File: config.mk
export PLATFORM = sky130hd
export DESIGN_NAME = shift_accum_flat
export DESIGN_NICKNAME = d
export VERILOG_FILES = /design/src/rtl/shift_accum_pkg.sv /design/src/rtl/shift_accum_if.sv /design/src/rtl/shift_stage.sv /design/src/rtl/shift_accum.sv /design/src/flat_wrapper.sv
export SDC_FILE = /design/constraint.sdc
export NUM_CORES = 1
export LEC_CHECK = 0
export CAP_MARGIN = 0
export CORE_MARGIN = 3
export CORE_UTILIZATION = 35
export CTS_CLUSTER_SIZE = 30
export DETAILED_ROUTE_END_ITERATION = 12
export GPL_TIMING_DRIVEN = 0
export PLACE_DENSITY = 0.6
export SETUP_SLACK_MARGIN = 0.2
export SYNTH_ARGS = -nofsm -noshare
export SYNTH_HDL_FRONTEND = slang
export SYNTH_SLANG_ARGS = --single-unit
File: constraint.sdc
create_clock -name clk -period 2.52 [get_ports clk]
set_clock_uncertainty 0.05 [all_clocks]
set_input_delay 0.504 -clock clk [delete_from_list [all_inputs] [get_ports clk]]
set_output_delay 0.504 -clock clk [all_outputs]
set_load 0.1 [all_outputs]
File: src/rtl/shift_accum_pkg.sv
`default_nettype none
// ============================================================================
//  Module      : shift_accum_pkg
//  Description : Shared state encoding and default parameter values for the
//                shift-and-accumulate block.
//  Revision    : 1.0 - initial release
// ============================================================================
package shift_accum_pkg;

    localparam int c_in_w      = 8;
    localparam int c_step      = 4;
    localparam int c_out_w     = 32;
    localparam int c_num_sel   = 7;
    localparam int c_num_terms = 4;

    typedef enum logic [1:0] {
        IDLE  = 2'd0,
        ACCUM = 2'd1,
        HOLD  = 2'd2
    } state_t;

endpackage
`default_nettype wire

File: src/rtl/shift_accum_if.sv
`default_nettype none
// ============================================================================
//  Module      : shift_accum_if
//  Description : Term input, result output and status bundle of
//                shift_accum. The master drives terms and consumes results;
//                the slave is the accumulator.
//  Revision    : 1.0 - initial release
// ============================================================================
interface shift_accum_if #(
    parameter int IN_W  = shift_accum_pkg::c_in_w,
    parameter int SEL_W = $clog2(shift_accum_pkg::c_num_sel + 1),
    parameter int OUT_W = shift_accum_pkg::c_out_w
);
    logic             start;
    logic             in_valid;
    logic             in_ready;
    logic [IN_W-1:0]  in_data;
    logic [SEL_W-1:0] in_sel;
    logic             out_valid;
    logic             out_ready;
    logic [OUT_W-1:0] out_data;
    logic             busy;
    logic             err;
    logic             ovf;

    modport master (
        output start, in_valid, in_data, in_sel, out_ready,
        input  in_ready, out_valid, out_data, busy, err, ovf
    );

    modport slave (
        input  start, in_valid, in_data, in_sel, out_ready,
        output in_ready, out_valid, out_data, busy, err, ovf
    );
endinterface
`default_nettype wire

File: src/rtl/shift_stage.sv
`default_nettype none
// ============================================================================
//  Module      : shift_stage
//  Description : Combinational shifter placing a partial product at bit
//                position i_sel*STEP inside an OUT_W-bit word. Bits pushed
//                past OUT_W are dropped. Out-of-range selects yield zero and
//                raise o_illegal so no undefined value reaches the adder.
//  Revision    : 1.0 - initial release
// ============================================================================
module shift_stage #(
    parameter int IN_W    = shift_accum_pkg::c_in_w,
    parameter int STEP    = shift_accum_pkg::c_step,
    parameter int OUT_W   = shift_accum_pkg::c_out_w,
    parameter int NUM_SEL = shift_accum_pkg::c_num_sel,
    localparam int SEL_W  = $clog2(NUM_SEL + 1)
) (
    input  wire logic [IN_W-1:0]  i_data,
    input  wire logic [SEL_W-1:0] i_sel,
    output logic      [OUT_W-1:0] o_shifted,
    output logic                  o_illegal
);

    logic [31:0] w_amt;

    // Select decode and shift; an illegal select contributes nothing.
    always_comb begin
        o_illegal = (32'(i_sel) >= 32'(NUM_SEL));
        w_amt     = 32'(i_sel) * 32'(STEP);
        o_shifted = '0;
        if (!o_illegal) begin
            o_shifted = OUT_W'(i_data) << w_amt;
        end
    end

endmodule
`default_nettype wire

File: src/rtl/shift_accum.sv
`default_nettype none
// ============================================================================
//  Module      : shift_accum
//  Description : Accumulates NUM_TERMS shifted partial products into an
//                OUT_W-bit result, flagging illegal selects (err) and carry
//                out of the accumulator (ovf). The result is held with
//                valid/ready backpressure until consumed.
//  Revision    : 1.0 - initial release
// ============================================================================
module shift_accum
    import shift_accum_pkg::*;
#(
    parameter int IN_W      = c_in_w,
    parameter int STEP      = c_step,
    parameter int OUT_W     = c_out_w,
    parameter int NUM_SEL   = c_num_sel,
    parameter int NUM_TERMS = c_num_terms
) (
    input wire logic      clk,
    input wire logic      rst_n,
    shift_accum_if.slave  bus
);

    localparam int SEL_W   = $clog2(NUM_SEL + 1);
    localparam int c_cnt_w = $clog2(NUM_TERMS + 1);
    localparam logic [c_cnt_w-1:0] c_last = c_cnt_w'(NUM_TERMS - 1);

    state_t             state_q, state_d;
    logic [OUT_W-1:0]   acc_q,   acc_d;
    logic [c_cnt_w-1:0] cnt_q,   cnt_d;
    logic               err_q,   err_d;
    logic               ovf_q,   ovf_d;

    logic [OUT_W-1:0]   w_shifted;
    logic               w_illegal;
    logic [OUT_W:0]     w_sum;

    shift_stage #(
        .IN_W    (IN_W),
        .STEP    (STEP),
        .OUT_W   (OUT_W),
        .NUM_SEL (NUM_SEL)
    ) u_shift_stage (
        .i_data    (bus.in_data),
        .i_sel     (bus.in_sel),
        .o_shifted (w_shifted),
        .o_illegal (w_illegal)
    );

    // One extra bit on the add captures the carry out of the accumulator.
    assign w_sum = {1'b0, acc_q} + {1'b0, w_shifted};

    // Next-state, accumulator, term counter and sticky flag update.
    always_comb begin
        state_d = state_q;
        acc_d   = acc_q;
        cnt_d   = cnt_q;
        err_d   = err_q;
        ovf_d   = ovf_q;
        unique case (state_q)
            IDLE: begin
                if (bus.start) begin
                    state_d = ACCUM;
                    acc_d   = '0;
                    cnt_d   = '0;
                    err_d   = 1'b0;
                    ovf_d   = 1'b0;
                end
            end
            ACCUM: begin
                if (bus.start) begin
                    // Restart wins over a beat presented in the same cycle.
                    acc_d = '0;
                    cnt_d = '0;
                    err_d = 1'b0;
                    ovf_d = 1'b0;
                end else if (bus.in_valid) begin
                    cnt_d = cnt_q + c_cnt_w'(1);
                    if (w_illegal) begin
                        err_d = 1'b1;
                    end else begin
                        acc_d = w_sum[OUT_W-1:0];
                        ovf_d = ovf_q | w_sum[OUT_W];
                    end
                    if (cnt_q == c_last) begin
                        state_d = HOLD;
                    end
                end
            end
            HOLD: begin
                if (bus.out_ready) begin
                    if (bus.start) begin
                        state_d = ACCUM;
                        acc_d   = '0;
                        cnt_d   = '0;
                        err_d   = 1'b0;
                        ovf_d   = 1'b0;
                    end else begin
                        state_d = IDLE;
                    end
                end
            end
            default: begin
                state_d = IDLE;
            end
        endcase
    end

    // State and datapath registers with asynchronous clear.
    always_ff @(posedge clk or negedge rst_n) begin
        if (!rst_n) begin
            state_q <= IDLE;
            acc_q   <= '0;
            cnt_q   <= '0;
            err_q   <= 1'b0;
            ovf_q   <= 1'b0;
        end else begin
            state_q <= state_d;
            acc_q   <= acc_d;
            cnt_q   <= cnt_d;
            err_q   <= err_d;
            ovf_q   <= ovf_d;
        end
    end

    assign bus.in_ready  = (state_q == ACCUM);
    assign bus.out_valid = (state_q == HOLD);
    assign bus.busy      = (state_q != IDLE);
    assign bus.out_data  = acc_q;
    assign bus.err       = err_q;
    assign bus.ovf       = ovf_q;

endmodule
`default_nettype wire

File: src/flat_wrapper.sv
// flat-port wrapper written by rule: the top's interface ports become plain ports
module shift_accum_flat import shift_accum_pkg::*;
#(
    parameter int IN_W      = c_in_w,
    parameter int STEP      = c_step,
    parameter int OUT_W     = c_out_w,
    parameter int NUM_SEL   = c_num_sel,
    parameter int NUM_TERMS = c_num_terms
)
  (clk, rst_n, bus_start, bus_in_valid, bus_in_data, bus_in_sel, bus_out_ready, bus_in_ready, bus_out_valid, bus_out_data, bus_busy, bus_err, bus_ovf);
  shift_accum_if #(.IN_W(IN_W), .SEL_W(3), .OUT_W(OUT_W)) bus_i ();
  input wire logic clk;
  input wire logic rst_n;
  input wire logic [$bits(bus_i.start)-1:0] bus_start;
  input wire logic [$bits(bus_i.in_valid)-1:0] bus_in_valid;
  input wire logic [$bits(bus_i.in_data)-1:0] bus_in_data;
  input wire logic [$bits(bus_i.in_sel)-1:0] bus_in_sel;
  input wire logic [$bits(bus_i.out_ready)-1:0] bus_out_ready;
  output wire logic [$bits(bus_i.in_ready)-1:0] bus_in_ready;
  output wire logic [$bits(bus_i.out_valid)-1:0] bus_out_valid;
  output wire logic [$bits(bus_i.out_data)-1:0] bus_out_data;
  output wire logic [$bits(bus_i.busy)-1:0] bus_busy;
  output wire logic [$bits(bus_i.err)-1:0] bus_err;
  output wire logic [$bits(bus_i.ovf)-1:0] bus_ovf;
  assign bus_i.start = bus_start;
  assign bus_i.in_valid = bus_in_valid;
  assign bus_i.in_data = bus_in_data;
  assign bus_i.in_sel = bus_in_sel;
  assign bus_i.out_ready = bus_out_ready;
  assign bus_in_ready = bus_i.in_ready;
  assign bus_out_valid = bus_i.out_valid;
  assign bus_out_data = bus_i.out_data;
  assign bus_busy = bus_i.busy;
  assign bus_err = bus_i.err;
  assign bus_ovf = bus_i.ovf;
  shift_accum #(.IN_W(IN_W), .STEP(STEP), .OUT_W(OUT_W), .NUM_SEL(NUM_SEL), .NUM_TERMS(NUM_TERMS)) u_core (.clk(clk), .rst_n(rst_n), .bus(bus_i));
endmodule
==> flow_summary.json <==
{
  "status": "complete, but fails checks",
  "violations": "negative setup slack",
  "grt_pass1_vias": 3468,
  "place_ws_ns": -1.768,
  "cts_max_level": 2,
  "hold_viol": 0,
  "antenna_cells": 0,
  "fillCellCount": 864,
  "leakagePower_uw": 0.002436,
  "dp_hpwl_um": 7772,
  "die_w_um": 106.2,
  "reg2reg_from": "u_core.bus.out_data[0]",
  "fp.dieArea_um2": 11280,
  "clk_pin_slew_ns": 0.09,
  "rr_worst_depth": 12,
  "start_util": 0.3697,
  "rsz0062_at_grt": "true",
  "core_area_um2": 9503,
  "synth_edf_count": 0,
  "grt_pass1_wl_um": 17680,
  "async_flop_share": 1.000,
  "antenna_found_initial": 0,
  "wl_per_cell_um": 16.94,
  "criticalPathCategory": "input pin to flip-flop",
  "period_minus_slack_ns": 3.179,
  "endpoint_kind": "flip-flop",
  "synthCells": 423,
  "syn_avg_cell_area_um2": 8.306,
  "critPathArrivalTime_ns": 3.30,
  "ys_seq_area_frac": 0.2778,
  "fmaxAchievable_ghz": 0.3146,
  "powerDensity_nw_per_um2": 564.7,
  "grt_overflow": 0,
  "final_cell_mix": "buf_4, nand2_1, dfrtp_1, dlygate4sd2_1, nor2_1",
  "drc_errors": 0,
  "num_vias": 3642,
  "hold_buffers": 0,
  "synth-main-ff-cell": "dfrtp_1",
  "layout_commonest_cell": "buf_4",
  "ys_ff_latch": 39,
  "syn_nets": 474,
  "nNetsFinal": 591,
  "die_y_um": 106.2,
  "finalCritPeriodShare": 1.261,
  "yosysWarningCount": 0,
  "via_per_inst": 5.436,
  "fin_ws_ns": -0.6586,
  "cts_root_buf": "clkbuf_8",
  "cts_sinks": 39,
  "io_pins": 53,
  "clk_latency_ns": 0.30,
  "drt_iter0_drc": 224,
  "relSlewSlack": 0.3572,
  "cp_max_fo": 5,
  "final_antenna_net_count": 0,
  "place_congestion": 0.9343,
  "synth.distinct_cells": 63,
  "syn2layout_area_growth_pct": 51.85,
  "numCtsBuffers": 5,
  "slew_violations": 0,
  "drt_wl_total_um": 11350,
  "clk_path_buf_depth": 2,
  "cts_tree": "yes",
  "track_usage": 0.1940,
  "setup-tns-final_ns": -9.574,
  "netlist_area_um2": 3513,
  "peakVddDrop_uv": 327.9,
  "dr.pass1.iters": 5,
  "required_ns": 2.64,
  "hold_path.class": "input pin to async pin",
  "portBuffers": 49,
  "layout-drive-gt1-share": 0.3420,
  "reg2reg_slack_ns": -0.33,
  "num_rows": 35,
  "rr_endpoint": "u_core.bus.out_data[22]",
  "setup_viol": 26,
  "maxCapViolations": 0,
  "worst_slew_pin_slew_ns": 0.9680,
  "start_kind": "input pin",
  "grt_max_degree": 23
}
-- report_power, final --
group | leakage, uW | internal (uW) | switching, uW
Clock | 0.0000612 | 321 | 248
Sequential | 0.000527 | 720 | 90.2
Combinational | 0.00185 | 471 | 1160
-- Yosys cell counts, types with 3 or more instances --
library cell,count,area [um2]
a22o_1,7,61.31
o21ai_1,6,30.03
nand3_1,8,40.04
a22oi_1,4,30.03
or2_2,4,25.02
o21ai_0,39,195.2
xnor2_1,8,70.07
a21o_1,8,60.06
nand2b_1,10,62.56
inv_1,10,37.54
nor2_1,37,138.9
or3_1,4,25.02
nand2_1,48,180.2
nor2b_1,14,87.58
clkbuf_1,14,52.55
o211ai_1,3,22.52
o21bai_1,3,22.52
xor2_1,15,131.4
mux2i_1,4,40.04
o21a_1,11,82.58
a211oi_1,4,30.03
and2_1,6,37.54
ha_1,34,425.4
a21oi_1,23,115.1
and3_1,6,37.54
nor3_1,9,45.04
o41ai_1,3,26.28
dfrtp_1,39,975.9
-- per-layer routing --
layer / part of all wire / track usage
met4: 0.020 / 0.05458
met2: 0.47 / 0.3036
met3: 0.051 / 0.02914
met1: 0.46 / 0.2770
met5: 0 / 0
-- registers in the layout, summed over array words and instances, names as in the netlist --
signal	count
u_core.bus.err	1
u_core.state_q	2
u_core.bus.ovf	1
u_core.cnt_q	3
u_core.bus.out_data	32
-- worst max-delay path, stage by stage --
cell and delay (ns):
buf_12 0.10, nor2b_2 0.26, a22oi_2 0.10, nor2_1 0.21, ha_1 0.28, and4_1 0.23
a221oi_2 0.30, o21ai_2 0.13, o21a_4 0.26, a211o_1 0.33, a21oi_4 0.23, o21a_1 0.18
xnor2_1 0.11, o21ai_1 0.07
-- worst max-delay path by stage --
stage / to / from / cells after the start / slack [ns]
floorplan: u_core.bus.ovf / bus_in_sel[2] / 17 / -0.82
global placement: u_core.bus.out_data[31] / bus_in_sel[0] / 14 / -1.80
detailed placement: u_core.bus.out_data[31] / bus_in_sel[0] / 14 / -1.77
CTS: u_core.bus.out_data[28] / bus_in_sel[1] / 18 / -0.58
global route: u_core.bus.out_data[22] / bus_in_sel[0] / 14 / -0.78
finish: u_core.bus.out_data[22] / bus_in_sel[0] / 14 / -0.66
-- per-stage QoR --
stage / utilization / power [uW] / hold slack [ns] / cells / instance area (um2)
2_1_floorplan: - / 1928 / 0.1584 / 423 / 3621
3_3_place_gp: 0.4496 / 2289 / 0.4546 / 601 / 4273
3_5_place_dp: 0.4512 / 2305 / 0.4219 / 602 / 4288
4_1_cts: 0.5386 / 2964 / 0.09240 / 656 / 5119
5_1_grt: 0.5614 / 3172 / 0.1013 / 670 / 5335
6_report: 0.5614 / 3013 / 0.08727 / 670 / 5335
-- timing repair --
action,CTS,global route
pin swaps,51,28
cloned,1,0
endpoints found under the setup margin,70,35
gates resized for setup,153,37
setup buffers,45,14
-- cell type report --
cell class / count / area [um2] / area share
Sequential cell: 39 / 975.9 / 0.1829
Clock buffer: 6 / 82.58 / 0.01548
Buffer: 16 / 131.4 / 0.02462
Timing Repair Buffer: 110 / 972.2 / 0.1822
Inverter: 11 / 43.79 / 0.008208
Clock inverter: 2 / 35.03 / 0.006567
Tap cell: 129 / 161.4 / 0.03025
Multi-Input combinational cell: 357 / 2933 / 0.5497
-- kinds of logic (layout without fill, tap and decap cells) --
| group | after synthesis | after routing | synth area share |
|---|---|---|---|
| AND/OR/NAND/NOR | 154 | 154 | 0.2108 |
| AO/OA/AOI/OAI | 141 | 141 | 0.2870 |
| flip-flops | 39 | 39 | 0.2778 |
| adder cells (fa/ha/maj) | 35 | 35 | 0.1268 |
| buffers and inverters | 27 | 145 | 0.02885 |
| XOR/XNOR | 23 | 23 | 0.05734 |
| multiplexers | 4 | 4 | 0.01140 |
Note: power is estimated with default switching activity, not from simulation.
